File: config.mk
export PLATFORM = sky130hd
export DESIGN_NAME = uart_alu_ctrl_flat
export DESIGN_NICKNAME = d
export VERILOG_FILES = /design/src/rtl/uart_alu_ctrl_if.sv /design/src/rtl/uart_alu_ctrl.sv /design/src/flat_wrapper.sv
export SDC_FILE = /design/constraint.sdc
export NUM_CORES = 1
export LEC_CHECK = 0
export BUFFER_PORTS_ARGS = -buffer_cell sky130_fd_sc_hd__buf_2
export CAP_MARGIN = 10
export CORE_ASPECT_RATIO = 1.4
export CORE_MARGIN = 4
export CORE_UTILIZATION = 46
export DETAILED_ROUTE_END_ITERATION = 6
export GPL_TIMING_DRIVEN = 0
export PLACE_DENSITY = 0.76
export SETUP_SLACK_MARGIN = 0.5
export SLEW_MARGIN = 30
export SYNTH_ARGS = -nofsm -noshare
export SYNTH_HDL_FRONTEND = slang
export SYNTH_SLANG_ARGS = --single-unit
File: constraint.sdc
create_clock -name clk -period 9.3 [get_ports clk]
set_input_delay 1.395 -clock clk [delete_from_list [all_inputs] [get_ports clk]]
set_output_delay 1.395 -clock clk [all_outputs]
set_load 0.1 [all_outputs]
File: src/rtl/uart_alu_ctrl_if.sv
// rtl/uart_alu_ctrl_if.sv - UART stream and multiplier handshake bundle for uart_alu_ctrl
interface uart_alu_ctrl_if #(
    parameter int DATA_WIDTH = 8,
    parameter int WORD_WIDTH = 32
);
    logic [DATA_WIDTH-1:0] rx_tdata_i;
    logic                  rx_tvalid_i;
    logic                  rx_tready_o;
    logic [DATA_WIDTH-1:0] tx_tdata_o;
    logic                  tx_tvalid_o;
    logic                  tx_tready_i;
    logic [WORD_WIDTH-1:0] mul_a_o;
    logic [WORD_WIDTH-1:0] mul_b_o;
    logic                  mul_valid_o;
    logic                  mul_ready_i;
    logic                  mul_done_i;
    logic [WORD_WIDTH-1:0] mul_p_i;

    modport master (
        input  rx_tdata_i, rx_tvalid_i, tx_tready_i, mul_ready_i, mul_done_i, mul_p_i,
        output rx_tready_o, tx_tdata_o, tx_tvalid_o, mul_a_o, mul_b_o, mul_valid_o
    );

    modport slave (
        output rx_tdata_i, rx_tvalid_i, tx_tready_i, mul_ready_i, mul_done_i, mul_p_i,
        input  rx_tready_o, tx_tdata_o, tx_tvalid_o, mul_a_o, mul_b_o, mul_valid_o
    );
endinterface

File: src/rtl/uart_alu_ctrl.sv
// rtl/uart_alu_ctrl.sv - packet parser sequencing echo, add and multiply between UART streams
module uart_alu_ctrl #(
    parameter int DATA_WIDTH = 8,
    parameter int WORD_WIDTH = 32
) (
    input  logic            clk,
    input  logic            rst,
    uart_alu_ctrl_if.master bus,
    output logic            busy_o,
    output logic            err_o
);
    localparam int NB = WORD_WIDTH / DATA_WIDTH;
    localparam int CW = (NB > 1) ? $clog2(NB) : 1;
    localparam logic [7:0] OP_ECHO = 8'h8A;
    localparam logic [7:0] OP_ADD  = 8'hA8;
    localparam logic [7:0] OP_MUL  = 8'hB6;

    typedef enum logic [2:0] {
        S_HDR, S_ECHO, S_ACC, S_MUL_REQ, S_MUL_WAIT, S_SEND, S_DRAIN
    } state_t;

    state_t                state_q, state_d;
    logic [1:0]            hdr_cnt_q, hdr_cnt_d;
    logic [7:0]            op_q, op_d;
    logic [7:0]            len_lo_q, len_lo_d;
    logic [15:0]           rem_q, rem_d;
    logic [CW-1:0]         byte_cnt_q, byte_cnt_d;
    logic [WORD_WIDTH-1:0] word_q, word_d;
    logic [WORD_WIDTH-1:0] acc_q, acc_d;
    logic                  first_q, first_d;
    logic                  pend_q, pend_d;
    logic [DATA_WIDTH-1:0] tx_tdata_q, tx_tdata_d;
    logic                  tx_tvalid_q, tx_tvalid_d;
    logic                  rx_tready_q, rx_tready_d;
    logic                  mul_valid_q, mul_valid_d;
    logic [WORD_WIDTH-1:0] mul_a_q, mul_a_d;
    logic [WORD_WIDTH-1:0] mul_b_q, mul_b_d;
    logic                  busy_q, busy_d;
    logic                  err_q, err_d;

    logic        rx_fire, tx_fire;
    logic [15:0] hdr_len, hdr_rem;

    assign rx_fire = bus.rx_tvalid_i & rx_tready_q;
    assign tx_fire = tx_tvalid_q & bus.tx_tready_i;
    assign hdr_len = {bus.rx_tdata_i, len_lo_q};
    assign hdr_rem = hdr_len - 16'd4;

    always_comb begin
        state_d     = state_q;
        hdr_cnt_d   = hdr_cnt_q;
        op_d        = op_q;
        len_lo_d    = len_lo_q;
        rem_d       = rem_q;
        byte_cnt_d  = byte_cnt_q;
        word_d      = word_q;
        acc_d       = acc_q;
        first_d     = first_q;
        pend_d      = pend_q;
        tx_tdata_d  = tx_tdata_q;
        tx_tvalid_d = tx_tvalid_q;
        mul_valid_d = mul_valid_q;
        mul_a_d     = mul_a_q;
        mul_b_d     = mul_b_q;
        err_d       = 1'b0;

        case (state_q)
            S_HDR: begin
                if (rx_fire) begin
                    hdr_cnt_d = hdr_cnt_q + 2'd1;
                    if (hdr_cnt_q == 2'd0) op_d = bus.rx_tdata_i;
                    if (hdr_cnt_q == 2'd2) len_lo_d = bus.rx_tdata_i;
                    if (hdr_cnt_q == 2'd3) begin
                        rem_d      = hdr_rem;
                        byte_cnt_d = '0;
                        first_d    = 1'b1;
                        pend_d     = 1'b0;
                        if (hdr_len < 16'd4) begin
                            err_d = 1'b1;
                            rem_d = '0;
                        end else if (op_q == OP_ECHO) begin
                            if (hdr_rem != 16'd0) state_d = S_ECHO;
                        end else if (op_q == OP_ADD || op_q == OP_MUL) begin
                            if (hdr_rem == 16'd0 || (hdr_rem % 16'(NB)) != 16'd0) begin
                                err_d = 1'b1;
                                if (hdr_rem != 16'd0) state_d = S_DRAIN;
                            end else begin
                                state_d = S_ACC;
                            end
                        end else begin
                            err_d = 1'b1;
                            if (hdr_rem != 16'd0) state_d = S_DRAIN;
                        end
                    end
                end
            end
            S_ECHO: begin
                if (tx_fire) tx_tvalid_d = 1'b0;
                if (rx_fire) begin
                    tx_tdata_d  = bus.rx_tdata_i;
                    tx_tvalid_d = 1'b1;
                    rem_d       = rem_q - 16'd1;
                end
                if (rem_d == 16'd0 && !tx_tvalid_d) state_d = S_HDR;
            end
            S_ACC: begin
                // A pending add spends one cycle folding the last assembled word into the accumulator.
                if (pend_q) begin
                    acc_d  = acc_q + word_q;
                    pend_d = 1'b0;
                    if (rem_q == 16'd0) begin
                        state_d     = S_SEND;
                        tx_tvalid_d = 1'b1;
                        tx_tdata_d  = acc_d[DATA_WIDTH-1:0];
                    end
                end else if (rx_fire) begin
                    word_d     = {bus.rx_tdata_i, word_q[WORD_WIDTH-1:DATA_WIDTH]};
                    rem_d      = rem_q - 16'd1;
                    byte_cnt_d = byte_cnt_q + 1'b1;
                    if (byte_cnt_q == CW'(NB - 1)) begin
                        first_d = 1'b0;
                        if (first_q) begin
                            acc_d = word_d;
                            if (rem_d == 16'd0) begin
                                state_d     = S_SEND;
                                tx_tvalid_d = 1'b1;
                                tx_tdata_d  = acc_d[DATA_WIDTH-1:0];
                            end
                        end else if (op_q == OP_MUL) begin
                            state_d     = S_MUL_REQ;
                            mul_valid_d = 1'b1;
                            mul_a_d     = acc_q;
                            mul_b_d     = word_d;
                        end else begin
                            pend_d = 1'b1;
                        end
                    end
                end
            end
            S_MUL_REQ: begin
                if (bus.mul_ready_i) begin
                    mul_valid_d = 1'b0;
                    state_d     = S_MUL_WAIT;
                end
            end
            S_MUL_WAIT: begin
                if (bus.mul_done_i) begin
                    acc_d = bus.mul_p_i;
                    if (rem_q == 16'd0) begin
                        state_d     = S_SEND;
                        tx_tvalid_d = 1'b1;
                        tx_tdata_d  = acc_d[DATA_WIDTH-1:0];
                    end else begin
                        state_d = S_ACC;
                    end
                end
            end
            S_SEND: begin
                if (tx_fire) begin
                    byte_cnt_d = byte_cnt_q + 1'b1;
                    if (byte_cnt_q == CW'(NB - 1)) begin
                        tx_tvalid_d = 1'b0;
                        state_d     = S_HDR;
                    end else begin
                        tx_tdata_d = acc_q[{byte_cnt_d, 3'b000} +: DATA_WIDTH];
                    end
                end
            end
            S_DRAIN: begin
                if (rx_fire) begin
                    rem_d = rem_q - 16'd1;
                    if (rem_d == 16'd0) state_d = S_HDR;
                end
            end
            default: state_d = S_HDR;
        endcase

        case (state_d)
            S_HDR:   rx_tready_d = 1'b1;
            S_ECHO:  rx_tready_d = !tx_tvalid_d && (rem_d != 16'd0);
            S_ACC:   rx_tready_d = !pend_d;
            S_DRAIN: rx_tready_d = (rem_d != 16'd0);
            default: rx_tready_d = 1'b0;
        endcase
        busy_d = !(state_d == S_HDR && hdr_cnt_d == 2'd0);
    end

    always_ff @(posedge clk or negedge rst) begin
        if (!rst) begin
            state_q     <= S_HDR;
            hdr_cnt_q   <= '0;
            op_q        <= '0;
            len_lo_q    <= '0;
            rem_q       <= '0;
            byte_cnt_q  <= '0;
            word_q      <= '0;
            acc_q       <= '0;
            first_q     <= 1'b0;
            pend_q      <= 1'b0;
            tx_tdata_q  <= '0;
            tx_tvalid_q <= 1'b0;
            rx_tready_q <= 1'b0;
            mul_valid_q <= 1'b0;
            mul_a_q     <= '0;
            mul_b_q     <= '0;
            busy_q      <= 1'b0;
            err_q       <= 1'b0;
        end else begin
            state_q     <= state_d;
            hdr_cnt_q   <= hdr_cnt_d;
            op_q        <= op_d;
            len_lo_q    <= len_lo_d;
            rem_q       <= rem_d;
            byte_cnt_q  <= byte_cnt_d;
            word_q      <= word_d;
            acc_q       <= acc_d;
            first_q     <= first_d;
            pend_q      <= pend_d;
            tx_tdata_q  <= tx_tdata_d;
            tx_tvalid_q <= tx_tvalid_d;
            rx_tready_q <= rx_tready_d;
            mul_valid_q <= mul_valid_d;
            mul_a_q     <= mul_a_d;
            mul_b_q     <= mul_b_d;
            busy_q      <= busy_d;
            err_q       <= err_d;
        end
    end

    assign bus.rx_tready_o = rx_tready_q;
    assign bus.tx_tdata_o  = tx_tdata_q;
    assign bus.tx_tvalid_o = tx_tvalid_q;
    assign bus.mul_valid_o = mul_valid_q;
    assign bus.mul_a_o     = mul_a_q;
    assign bus.mul_b_o     = mul_b_q;
    assign busy_o          = busy_q;
    assign err_o           = err_q;
endmodule

File: src/flat_wrapper.sv
// flat-port wrapper written by rule: the top's interface ports become plain ports
module uart_alu_ctrl_flat 
#(
    parameter int DATA_WIDTH = 8,
    parameter int WORD_WIDTH = 32
)
  (clk, rst, busy_o, err_o, bus_rx_tdata_i, bus_rx_tvalid_i, bus_tx_tready_i, bus_mul_ready_i, bus_mul_done_i, bus_mul_p_i, bus_rx_tready_o, bus_tx_tdata_o, bus_tx_tvalid_o, bus_mul_a_o, bus_mul_b_o, bus_mul_valid_o);
  uart_alu_ctrl_if #(.DATA_WIDTH(DATA_WIDTH), .WORD_WIDTH(WORD_WIDTH)) bus_i ();
  input  logic clk;
  input  logic rst;
  output logic busy_o;
  output logic err_o;
  input wire logic [$bits(bus_i.rx_tdata_i)-1:0] bus_rx_tdata_i;
  input wire logic [$bits(bus_i.rx_tvalid_i)-1:0] bus_rx_tvalid_i;
  input wire logic [$bits(bus_i.tx_tready_i)-1:0] bus_tx_tready_i;
  input wire logic [$bits(bus_i.mul_ready_i)-1:0] bus_mul_ready_i;
  input wire logic [$bits(bus_i.mul_done_i)-1:0] bus_mul_done_i;
  input wire logic [$bits(bus_i.mul_p_i)-1:0] bus_mul_p_i;
  output wire logic [$bits(bus_i.rx_tready_o)-1:0] bus_rx_tready_o;
  output wire logic [$bits(bus_i.tx_tdata_o)-1:0] bus_tx_tdata_o;
  output wire logic [$bits(bus_i.tx_tvalid_o)-1:0] bus_tx_tvalid_o;
  output wire logic [$bits(bus_i.mul_a_o)-1:0] bus_mul_a_o;
  output wire logic [$bits(bus_i.mul_b_o)-1:0] bus_mul_b_o;
  output wire logic [$bits(bus_i.mul_valid_o)-1:0] bus_mul_valid_o;
  assign bus_i.rx_tdata_i = bus_rx_tdata_i;
  assign bus_i.rx_tvalid_i = bus_rx_tvalid_i;
  assign bus_i.tx_tready_i = bus_tx_tready_i;
  assign bus_i.mul_ready_i = bus_mul_ready_i;
  assign bus_i.mul_done_i = bus_mul_done_i;
  assign bus_i.mul_p_i = bus_mul_p_i;
  assign bus_rx_tready_o = bus_i.rx_tready_o;
  assign bus_tx_tdata_o = bus_i.tx_tdata_o;
  assign bus_tx_tvalid_o = bus_i.tx_tvalid_o;
  assign bus_mul_a_o = bus_i.mul_a_o;
  assign bus_mul_b_o = bus_i.mul_b_o;
  assign bus_mul_valid_o = bus_i.mul_valid_o;
  uart_alu_ctrl #(.DATA_WIDTH(DATA_WIDTH), .WORD_WIDTH(WORD_WIDTH)) u_core (.clk(clk), .rst(rst), .bus(bus_i), .busy_o(busy_o), .err_o(err_o));
endmodule
==> impl_metrics.toml, run 1 <==
[status]
outcome = "finished clean"

[setup_path]
critical_path.startpoint = "bus_rx_tvalid_i"
end_kind = "flip-flop"
crit_required_ns = 9.61
timing.critical_path.cells = "buf_2, and2_1, clkbuf_1, nand3_1, nor4bb_1, clkbuf_1, clkbuf_1, mux2_2"
path_max_fanout = 10
critPathMaxStageDelay_ns = 0.81
reg2reg_setup_slack_ns = 5.12
timing.critical_path.to = "u_core.bus.mul_b_o[26]"
worst_setup_path_class = "input port to flip-flop"
r2r_start = "u_core.bus.rx_tready_o"
arrival_ns = 5.13
r2r-end = "u_core.bus.mul_b_o[26]"
critical-path-top-delay-family = "buffers and inverters"
crit_path_start_kind = "input port"
crit_slowest_cell = "clkbuf_1"
ff2ff_path_depth = 7
worstSetupPathDepth = 8
critical-path-top-cell-by-count = "clkbuf_1"
cp_num_buf_inv = 4

[route]
drt_first_pass_iters = 5
met3RoutedLength_um = 2404
drt_iter0_drc = 1117
final_antenna_net_count = 0
amount_of_wire_on_met2_after_detailed_routing_um = 16950
remaining_drc_errors = 0
finalWirelength_um = 35150
post_drt_wl_per_cell_um = 22.31
vias = 9872
wl_met1_um = 13680
vias_per_cell = 6.264
maxUsedRoutingLayer = "met4"

[clocking]
cts.sinks = 182
cts_buffers = 17
path_clk_slew_ns = 0.06
clkLatencyLatePin_ns = 0.44
cts.repair_timing.setup_buffer_count = 0
clock-root-buffer = "clkbuf_16"
cts_tree = "done"
clockBufferDepth = 2
holdBufCountCts = 0
htreeDepth = 4
post_cts_resize_count = 0

[timing]
timing.final.hold_violations = 0
timing.final.max_slew_violations = 0
worst_slew_pin_slew_ns = 0.9903
achievable-frequency_mhz = 207.4
setup_total_negative_slack_ns = 0
postLayoutSetupSlackWorst_ns = 4.479
timing.clock.skew_ns = 0.01162
rsz_0062_raised_after_global_routing = "false"
relSlewSlack = 0.3398
timing.final.crit_share = 0.5184
timing.hold.ws_ns = 0.4760
setup_viol = 0
finalCriticalPeriod_ns = 4.821

[die]
die_h_um = 190.3
chipWidth_um = 138.2
core-area_um2 = 23290
site_rows = 66
io-pin-count = 123
initial_cell_density_of_the_core = 0.4687
dieArea_um2 = 26290

[logic_synthesis]
predominant_post_synthesis_flop_cell = "dfrtp_1"
postSynth.asyncResetShare = 1.000
netlist.area_leader.share = 0.4172
synth-edff-count = 0
synth_area_leaders = "dfrtp_1 (42%), mux2_2 (11%), ha_1 (4.6%), o21ai_0 (4.2%), a21oi_1 (3.9%)"
syn_avg_cell_area_um2 = 9.755
synth.lib_cells_used.distinct = 80
total_nets_after_synthesis = 1206
synthesis.area_um2 = 10920
ys_seq_area_frac = 0.4172
ys_seq_elements = 182
number_of_warnings_reported_in_the_yosys_synthesis_log = 0
post-synth-top-area-cell = "dfrtp_1"
post-synth-top-count-cell = "dfrtp_1"
post_synth_inst_count = 1119
ys_top_cells_by_count = "dfrtp_1 (182), mux2_2 (107), nand2_1 (99), o21ai_0 (91), a21oi_1 (84)"

[pwr]
internal_power_w = 0.001322
power.switching_w = 0.0003658
power_frac_comb = 0.043
power_per_cell_area_nw_per_um2 = 133.8
worst_ir_drop_vdd_v = 0.0001292
power_frac_seq = 0.475
p_leak_nw = 6.033
proportion_of_power_drawn_by_the_clock_network = 0.483
sw_frac_of_total = 0.2167

[grt]
tot_gr_track_use = 0.2657
wire_length_of_the_first_global_routing_pass_um = 55030
gr-total-overflow = 0
via_count_of_the_first_global_routing_pass = 9721
initial_antenna_violation_count = 0
grt_start_max_net_pins = 74

[placement]
post-dp-hpwl_um = 26630
post_place_setup_slack_ns = 4.088
globalplace.congestion = 0.9499
io_buffer_count = 118
numPlacedInstances = 1545

[job]
maxCapViolations = 0

[hold_path]
worstHoldPathType = "flip-flop to flip-flop"

[layout]
drive_above_1_share = 0.2236
fillerInstances = 2128
instances_no_fill = 1576
antennaDiodeCount = 0
layout-area-overhead-vs-synth_pct = 15.53
finish.net_count = 1345
==> worst reg2reg max path, cell delays in order, from the launching register on <==
cell and delay [ns]:
dfrtp_1 0.42, and2_1 0.15, clkbuf_1 0.44, nand3_1 0.57
nor4bb_1 0.63, clkbuf_1 0.61, clkbuf_1 0.81, mux2_2 0.42
==> power by group through the flow <==
stage / Sequential, W / Clock, W / Combinational, W
floorplan: 0.000812 / 0 / 0.0000277
global placement: 0.000816 / 0 / 0.0000678
detailed placement: 0.000816 / 0 / 0.0000716
CTS: 0.000800 / 0.000826 / 0.0000722
global route: 0.000800 / 0.000859 / 0.0000793
finish: 0.000801 / 0.000814 / 0.0000721
==> worst min path at each step <==
stage / start / to / cells past startpoint
detailed placement: u_core.bus.tx_tdata_o[3] / u_core.bus.tx_tdata_o[3] / 2
finish: u_core.bus.tx_tdata_o[3] / u_core.bus.tx_tdata_o[3] / 2
floorplan: u_core.op_q[6] / u_core.op_q[6] / 2
global route: u_core.bus.tx_tdata_o[3] / u_core.bus.tx_tdata_o[3] / 2
global placement: u_core.bus.tx_tdata_o[4] / u_core.bus.tx_tdata_o[4] / 2
CTS: u_core.bus.tx_tdata_o[3] / u_core.bus.tx_tdata_o[3] / 2
==> layout make-up <==
cell class                 instances  area, um2  area share
tap                              306      382.9     0.03036
sequential                       182       4554      0.3611
multi-input combinational        849       6028      0.4780
timing repair buffer             120      655.6     0.05199
inverter                          24      90.09    0.007144
clock inverter                    12      224.0     0.01776
buffer                            64      242.7     0.01925
clock buffer                      19      432.9     0.03433
==> per-layer routing <==
layer | GRT usage | vias up
met2 | 0.4423 | 530
li1 | - | 4424
met1 | 0.3317 | 4791
met3 | 0.03437 | 127
met4 | 0.1586 | 0
met5 | 0 | -
==> state kept, by name (all words and copies together), names as in the netlist <==
register / cells
u_core.hdr_cnt_q: 2
u_core.byte_cnt_q: 2
u_core.word_q: 32
u_core.bus.mul_b_o: 32
u_core.bus.mul_valid_o: 1
u_core.bus.tx_tdata_o: 8
u_core.bus.rx_tready_o: 1
u_core.state_q: 3
u_core.busy_o: 1
u_core.acc_q: 32
u_core.rem_q: 16
u_core.bus.mul_a_o: 32
u_core.first_q: 1
u_core.bus.tx_tvalid_o: 1
u_core.err_o: 1
u_core.pend_q: 1
u_core.op_q: 8
u_core.len_lo_q: 8
==> cells in the final DEF, fill, tap and decap left out, types with 4 or more instances in the layout <==
cell type  synthesis  routed
and3_1            12      12
o21a_1             4       4
mux2i_1           16      16
xor2_1            11      11
a221o_1            6       6
nand4_1            8       8
nor2b_1           11      11
dfrtp_1          182     182
a21o_1            19      19
nor3b_1            5       5
mux4_2             8       8
o211ai_1          11      11
nand2b_1          11      11
o21ai_0           91      91
mux2_2           107     107
a211oi_1           8       8
buf_2              2     119
a21oi_1           84      84
inv_1             23      23
or3_1             15      15
nor2_1            70      70
xnor2_1           26      26
nand3b_1           5       5
o221ai_1          12      12
nor4_1            11      11
bufinv_16          0       6
nand3_1           22      22
a31oi_1           13      13
clkbuf_16          0      17
nor3_1            30      30
nand2_1           99      99
o31ai_1            6       6
clkbuf_1          56      58
nor4b_1            4       4
o21bai_1           8       8
ha_1              40      40
a311oi_1           6       6
buf_1              6       6
==> logic make-up (layout without fill, tap and decap cells) <==
logic type | count (synthesis) | after routing | share of synthesized area
simple gates | 332 | 332 | 0.1552
compound gates | 308 | 308 | 0.1781
flops | 182 | 182 | 0.4172
mux | 131 | 131 | 0.1416
buf+inv | 88 | 239 | 0.03049
fa+ha+maj | 41 | 41 | 0.04768
xor+xnor | 37 | 37 | 0.02969
==> stage by stage <==
| step | instance area, um2 | total power, W | util |
|---|---|---|---|
| 2_1_floorplan | 10920 | 0.0008400 | - |
| 3_3_place_gp | 11890 | 0.0008834 | 0.5105 |
| 3_5_place_dp | 11950 | 0.0008873 | 0.5133 |
| 4_1_cts | 12610 | 0.001698 | 0.5415 |
| 5_1_grt | 12610 | 0.001738 | 0.5415 |
| 6_report | 12610 | 0.001688 | 0.5415 |
(Power assumes the default switching activity.)
==> run 2, diff against run 1 <==
Clock period 9.3 ns to 4.5 ns, I/O delays scaled along.
==> impl_metrics.toml, run 2 (synthesis gave the netlist of run 1 again) <==
[grt]
gr-total-overflow = 0
tot_gr_track_use = 0.2657
initial_antenna_violation_count = 0
wire_length_of_the_first_global_routing_pass_um = 55030
via_count_of_the_first_global_routing_pass = 9721
grt_start_max_net_pins = 74

[setup_path]
cp_num_buf_inv = 3
crit_slowest_cell = "dfrtp_1"
crit_required_ns = 4.80
arrival_ns = 4.10
critical_path.startpoint = "u_core.len_lo_q[2]"
crit_path_start_kind = "flip-flop"
timing.critical_path.cells = "inv_1, ha_1, or3b_2, clkbuf_1, nor3_2, a21oi_1, clkbuf_1, a221o_1, nor4_1, nand4_1, a21boi_0, o311ai_1"
r2r_start = "u_core.len_lo_q[2]"
path_max_fanout = 10
end_kind = "flip-flop"
critical-path-top-cell-by-count = "clkbuf_1"
reg2reg_setup_slack_ns = 0.70
worst_setup_path_class = "flip-flop to flip-flop"
critical-path-top-delay-family = "simple AND/OR/NAND/NOR gates"
critPathMaxStageDelay_ns = 0.46

[layout]
layout.cells.most_common = "dfrtp_1"
final_cell_mix = "dfrtp_1 (182), buf_2 (119), mux2_2 (107)"
fillerInstances = 2129
layout.core_utilization = 0.5417
drive_above_1_share = 0.2260
antennaDiodeCount = 0
layout-area-overhead-vs-synth_pct = 15.57
finish.net_count = 1345

[placement]
globalplace.congestion = 0.9499
post-dp-hpwl_um = 26630
io_buffer_count = 118

[hold_path]
worstHoldPathType = "input port to async pin"

[timing]
timing.final.crit_share = 0.8437
setup_viol = 0
timing.clock.skew_ns = 0.01330
worst_slew_pin_slew_ns = 0.8150
timing.hold.ws_ns = 0.1229
timing.final.hold_violations = 0
rsz_0062_raised_after_global_routing = "false"
relSlewSlack = 0.4567
finalCriticalPeriod_ns = 3.797
timing.final.max_slew_violations = 0
achievable-frequency_mhz = 263.4

[pwr]
p_leak_nw = 6.044
power_per_cell_area_nw_per_um2 = 276.7
worst_ir_drop_vdd_v = 0.0002683

[route]
drt_iter0_drc = 1143
post_drt_wl_per_cell_um = 22.32
vias_per_cell = 6.277
vias = 9893
remaining_drc_errors = 0
finalWirelength_um = 35170
drt_first_pass_iters = 5
final_antenna_net_count = 0

[clocking]
clock-root-buffer = "clkbuf_16"
clockBufferDepth = 2
htreeDepth = 4
cts.repair_timing.setup_buffer_count = 0
cts_tree = "done"
cts_buffers = 17
clkLatencyLatePin_ns = 0.44
cts.sinks = 182
holdBufCountCts = 0
path_clk_slew_ns = 0.07

[die]
io-pin-count = 123
chipWidth_um = 138.2
initial_cell_density_of_the_core = 0.4687
die_h_um = 190.3
dieArea_um2 = 26290
site_rows = 66
core-area_um2 = 23290

[status]
outcome = "finished clean"

[job]
maxCapViolations = 0
==> run 2: metrics by stage <==
step                setup slack [ns]  total power (W)  instances  TNS (ns)  area (um2)
floorplan                      1.225         0.001736       1119         0       10920
global placement             -0.1678         0.001826       1543    -26.31       11890
detailed placement          0.007629         0.001834       1545         0       11950
CTS                           0.5862         0.003510       1576         0       12610
global route                  0.5277         0.003593       1576         0       12610
finish                        0.7033         0.003490       1576         0       12610
==> run 2: final timing paths <==
kind	to	cells after the start
worst max-delay path	u_core.bus.rx_tready_o	12
worst min-delay path	u_core.bus.mul_a_o[13]	1
worst max register to register	u_core.bus.rx_tready_o	12
worst min register to register	u_core.bus.tx_tdata_o[3]	2
max in group asynchronous	u_core.bus.mul_b_o[26]	3
min in group clk	u_core.bus.tx_tdata_o[3]	2
==> run 2: repair_timing <==
action,CTS,global route
setup endpoints to repair,10,40
gates resized for setup,1,4
pin swaps,0,0
==> run 2: worst register-to-register path: stages, from the launching register on <==
cell      delay [ns]
dfrtp_1         0.46
inv_1           0.12
ha_1            0.18
or3b_2          0.44
clkbuf_1        0.21
nor3_2          0.40
a21oi_1         0.14
clkbuf_1        0.27
a221o_1         0.41
nor4_1          0.42
nand4_1         0.25
a21boi_0        0.26
o311ai_1        0.10
==> run 2: cell type report <==
type,count,area (um2),area share
flip-flops and latches,182,4554,0.3610
multi-input cells,849,6028,0.4779
repair buffers,120,655.6,0.05197
inverters,24,90.09,0.007141
well taps,306,382.9,0.03035
clock buffers,19,432.9,0.03432
clock inverters,12,224.0,0.01775
plain buffers,64,246.5,0.01954
==> run 2: power by group <==
group	total, W	switching [W]	internal, W
Sequential	0.00166	0.0000133	0.00164
Combinational	0.000149	0.000101	0.0000483
Clock	0.00169	0.000644	0.00104
Total	0.00349	0.000758	0.00273
==> run 2: routing by layer <==
layer | routed length [um] | track usage
met5 | 0 | 0
met4 | 2119 | 0.1586
met3 | 2243 | 0.03437
met2 | 16970 | 0.4423
met1 | 13850 | 0.3317
==> run 3, diff against run 2 <==
Settings changed: PLACE_DENSITY 0.76 to 0.79.
Clock period 4.5 ns to 3.4 ns, I/O delays scaled along.
==> impl_metrics.toml, run 3 (synthesis gave the netlist of run 1 again) <==
[setup_path]
end_kind = "flip-flop"
crit_required_ns = 3.71
path_max_fanout = 6
reg2reg_setup_slack_ns = 0.31
r2r-end = "u_core.bus.rx_tready_o"
crit_path_start_kind = "flip-flop"
r2r_start = "u_core.len_lo_q[3]"
arrival_ns = 3.40
ff2ff_path_depth = 13
worst_setup_path_class = "flip-flop to flip-flop"

[route]
final_antenna_net_count = 0
drt_first_pass_iters = 6
remaining_drc_errors = 0
post_drt_wl_per_cell_um = 22.78
drt_iter0_drc = 897
vias_per_cell = 6.260
vias = 10090
finalWirelength_um = 36690

[timing]
finalCriticalPeriod_ns = 3.091
timing.clock.skew_ns = 0.009157
relSlewSlack = 0.4194
rsz_0062_raised_after_global_routing = "true"
timing.hold.ws_ns = 0.3341
worst_slew_pin_slew_ns = 0.8710
timing.final.max_slew_violations = 0
timing.final.hold_violations = 0
setup_viol = 0
timing.final.crit_share = 0.9091
achievable-frequency_mhz = 323.5

[die]
dieArea_um2 = 26290
io-pin-count = 123
chipWidth_um = 138.2
initial_cell_density_of_the_core = 0.4687
die_h_um = 190.3
core-area_um2 = 23290
site_rows = 66

[grt]
grt_start_max_net_pins = 83
via_count_of_the_first_global_routing_pass = 10070
tot_gr_track_use = 0.2731
initial_antenna_violation_count = 0
gr-total-overflow = 0
wire_length_of_the_first_global_routing_pass_um = 56000

[pwr]
power_per_cell_area_nw_per_um2 = 319.5
p_leak_nw = 6.258
worst_ir_drop_vdd_v = 0.0003519
total_design_power_w = 0.004255

[hold_path]
timing.hold.worst_path_depth = 3
worstHoldPathType = "input port to flip-flop"
hold_path_startpoint = "bus_mul_p_i[21]"
hold-path-endpoint = "u_core.acc_q[21]"

[clocking]
clkLatencyLatePin_ns = 0.45
cts_buffers = 17
cts_tree = "done"
htreeDepth = 4
clockBufferDepth = 2
cts.sinks = 182
path_clk_slew_ns = 0.07
clock-root-buffer = "clkbuf_16"

[layout]
area.sequential_um2 = 4573
finish.net_count = 1380
final_cell_mix = "dfrtp_1 (169), buf_2 (118), mux2_2 (107)"
layout-area-overhead-vs-synth_pct = 21.99
layout.core_utilization = 0.5718
layout.cells.most_common = "dfrtp_1"
antennaDiodeCount = 0
drive_above_1_share = 0.3149
multiInputGateArea_um2 = 6482
fillerInstances = 2058

[status]
outcome = "finished clean"

[placement]
io_buffer_count = 118
globalplace.congestion = 0.9407
post-dp-hpwl_um = 26680

[job]
maxCapViolations = 0
==> run 3: changes by cell type in the layout (fill, tap and decap cells not counted), moves of 5 or more <==
cell | previous run | this run
buf_4 | 0 | 32
clkbuf_1 | 55 | 38
dfrtp_1 | 182 | 169
dfrtp_2 | 0 | 12
clkbuf_2 | 3 | 12
ha_1 | 40 | 31
ha_4 | 0 | 9
o21ai_0 | 91 | 82
nand2_1 | 99 | 92
bufinv_16 | 6 | 0
nand2_2 | 0 | 6
nor4_1 | 11 | 6
o21ai_1 | 3 | 8
==> run 3: where the power goes <==
| part | internal (W) | switching (W) |
|---|---|---|
| clock | 0.000960 | 0.000892 |
| combinational | 0.0000700 | 0.000139 |
| sequential | 0.00217 | 0.0000200 |
| total | 0.00320 | 0.00105 |
==> run 3: through the flow <==
step                setup slack (ns)  instances  TNS (ns)  area, um2
global placement              -1.644       1543   -233.69      11930
CTS                           0.3673       1599         0      13000
global route                  0.2097       1611         0      13320
finish                        0.3090       1611         0      13320
detailed placement           -0.9490       1545    -45.50      11990
floorplan                     0.5238       1119         0      10950
==> run 3: worst max-delay path by stage <==
| stage | endpoint | from | cells after the start | slack, ns |
|---|---|---|---|---|
| after detailed placement | u_core.bus.mul_b_o[25] | bus_rx_tvalid_i | 8 | -0.95 |
| final | u_core.bus.rx_tready_o | u_core.len_lo_q[3] | 13 | 0.31 |
| after global placement | u_core.bus.rx_tready_o | rst | 1 | -1.64 |
| after floorplan | u_core.bus.mul_a_o[0] | u_core.bus.rx_tready_o | 7 | 0.52 |
| after global routing | u_core.bus.rx_tready_o | u_core.len_lo_q[3] | 13 | 0.21 |
| after CTS | u_core.bus.rx_tready_o | u_core.len_lo_q[3] | 13 | 0.37 |
==> run 3: area by class of cell <==
cell class	instances	share of cell area
Multi-Input combinational cell	849	0.4868
Sequential cell	182	0.3435
Timing Repair Buffer	155	0.07001
Clock buffer	19	0.03326
Tap cell	306	0.02875
Buffer	64	0.02340
Clock inverter	12	0.007329
Inverter	24	0.006954
==> run 3: critical path, cell delays in order (launching register included) <==
cell and delay (ns):
dfrtp_1 0.43, inv_2 0.11, ha_4 0.14, or3b_4 0.38, buf_8 0.14, nor3_4 0.22, a21oi_2 0.12, clkbuf_8 0.18
buf_4 0.15, a221o_1 0.39, a211oi_2 0.18, nand4_1 0.21, a21boi_1 0.21, o311ai_1 0.11
==> run 3: per-layer routing <==
metal	part of all wire	global-route usage
met3	0.072	0.05544
met1	0.38	0.3246
met5	0	0
met2	0.49	0.4613
met4	0.060	0.1567
==> run 3: repair_timing <==
item,in CTS,in global routing
endpoints found under the setup margin,93,104
hold endpoints to repair,31,0
hold buffers,1,0
gates cloned,1,0
pin swaps,27,28
gates resized for setup,79,59
setup buffers,21,12
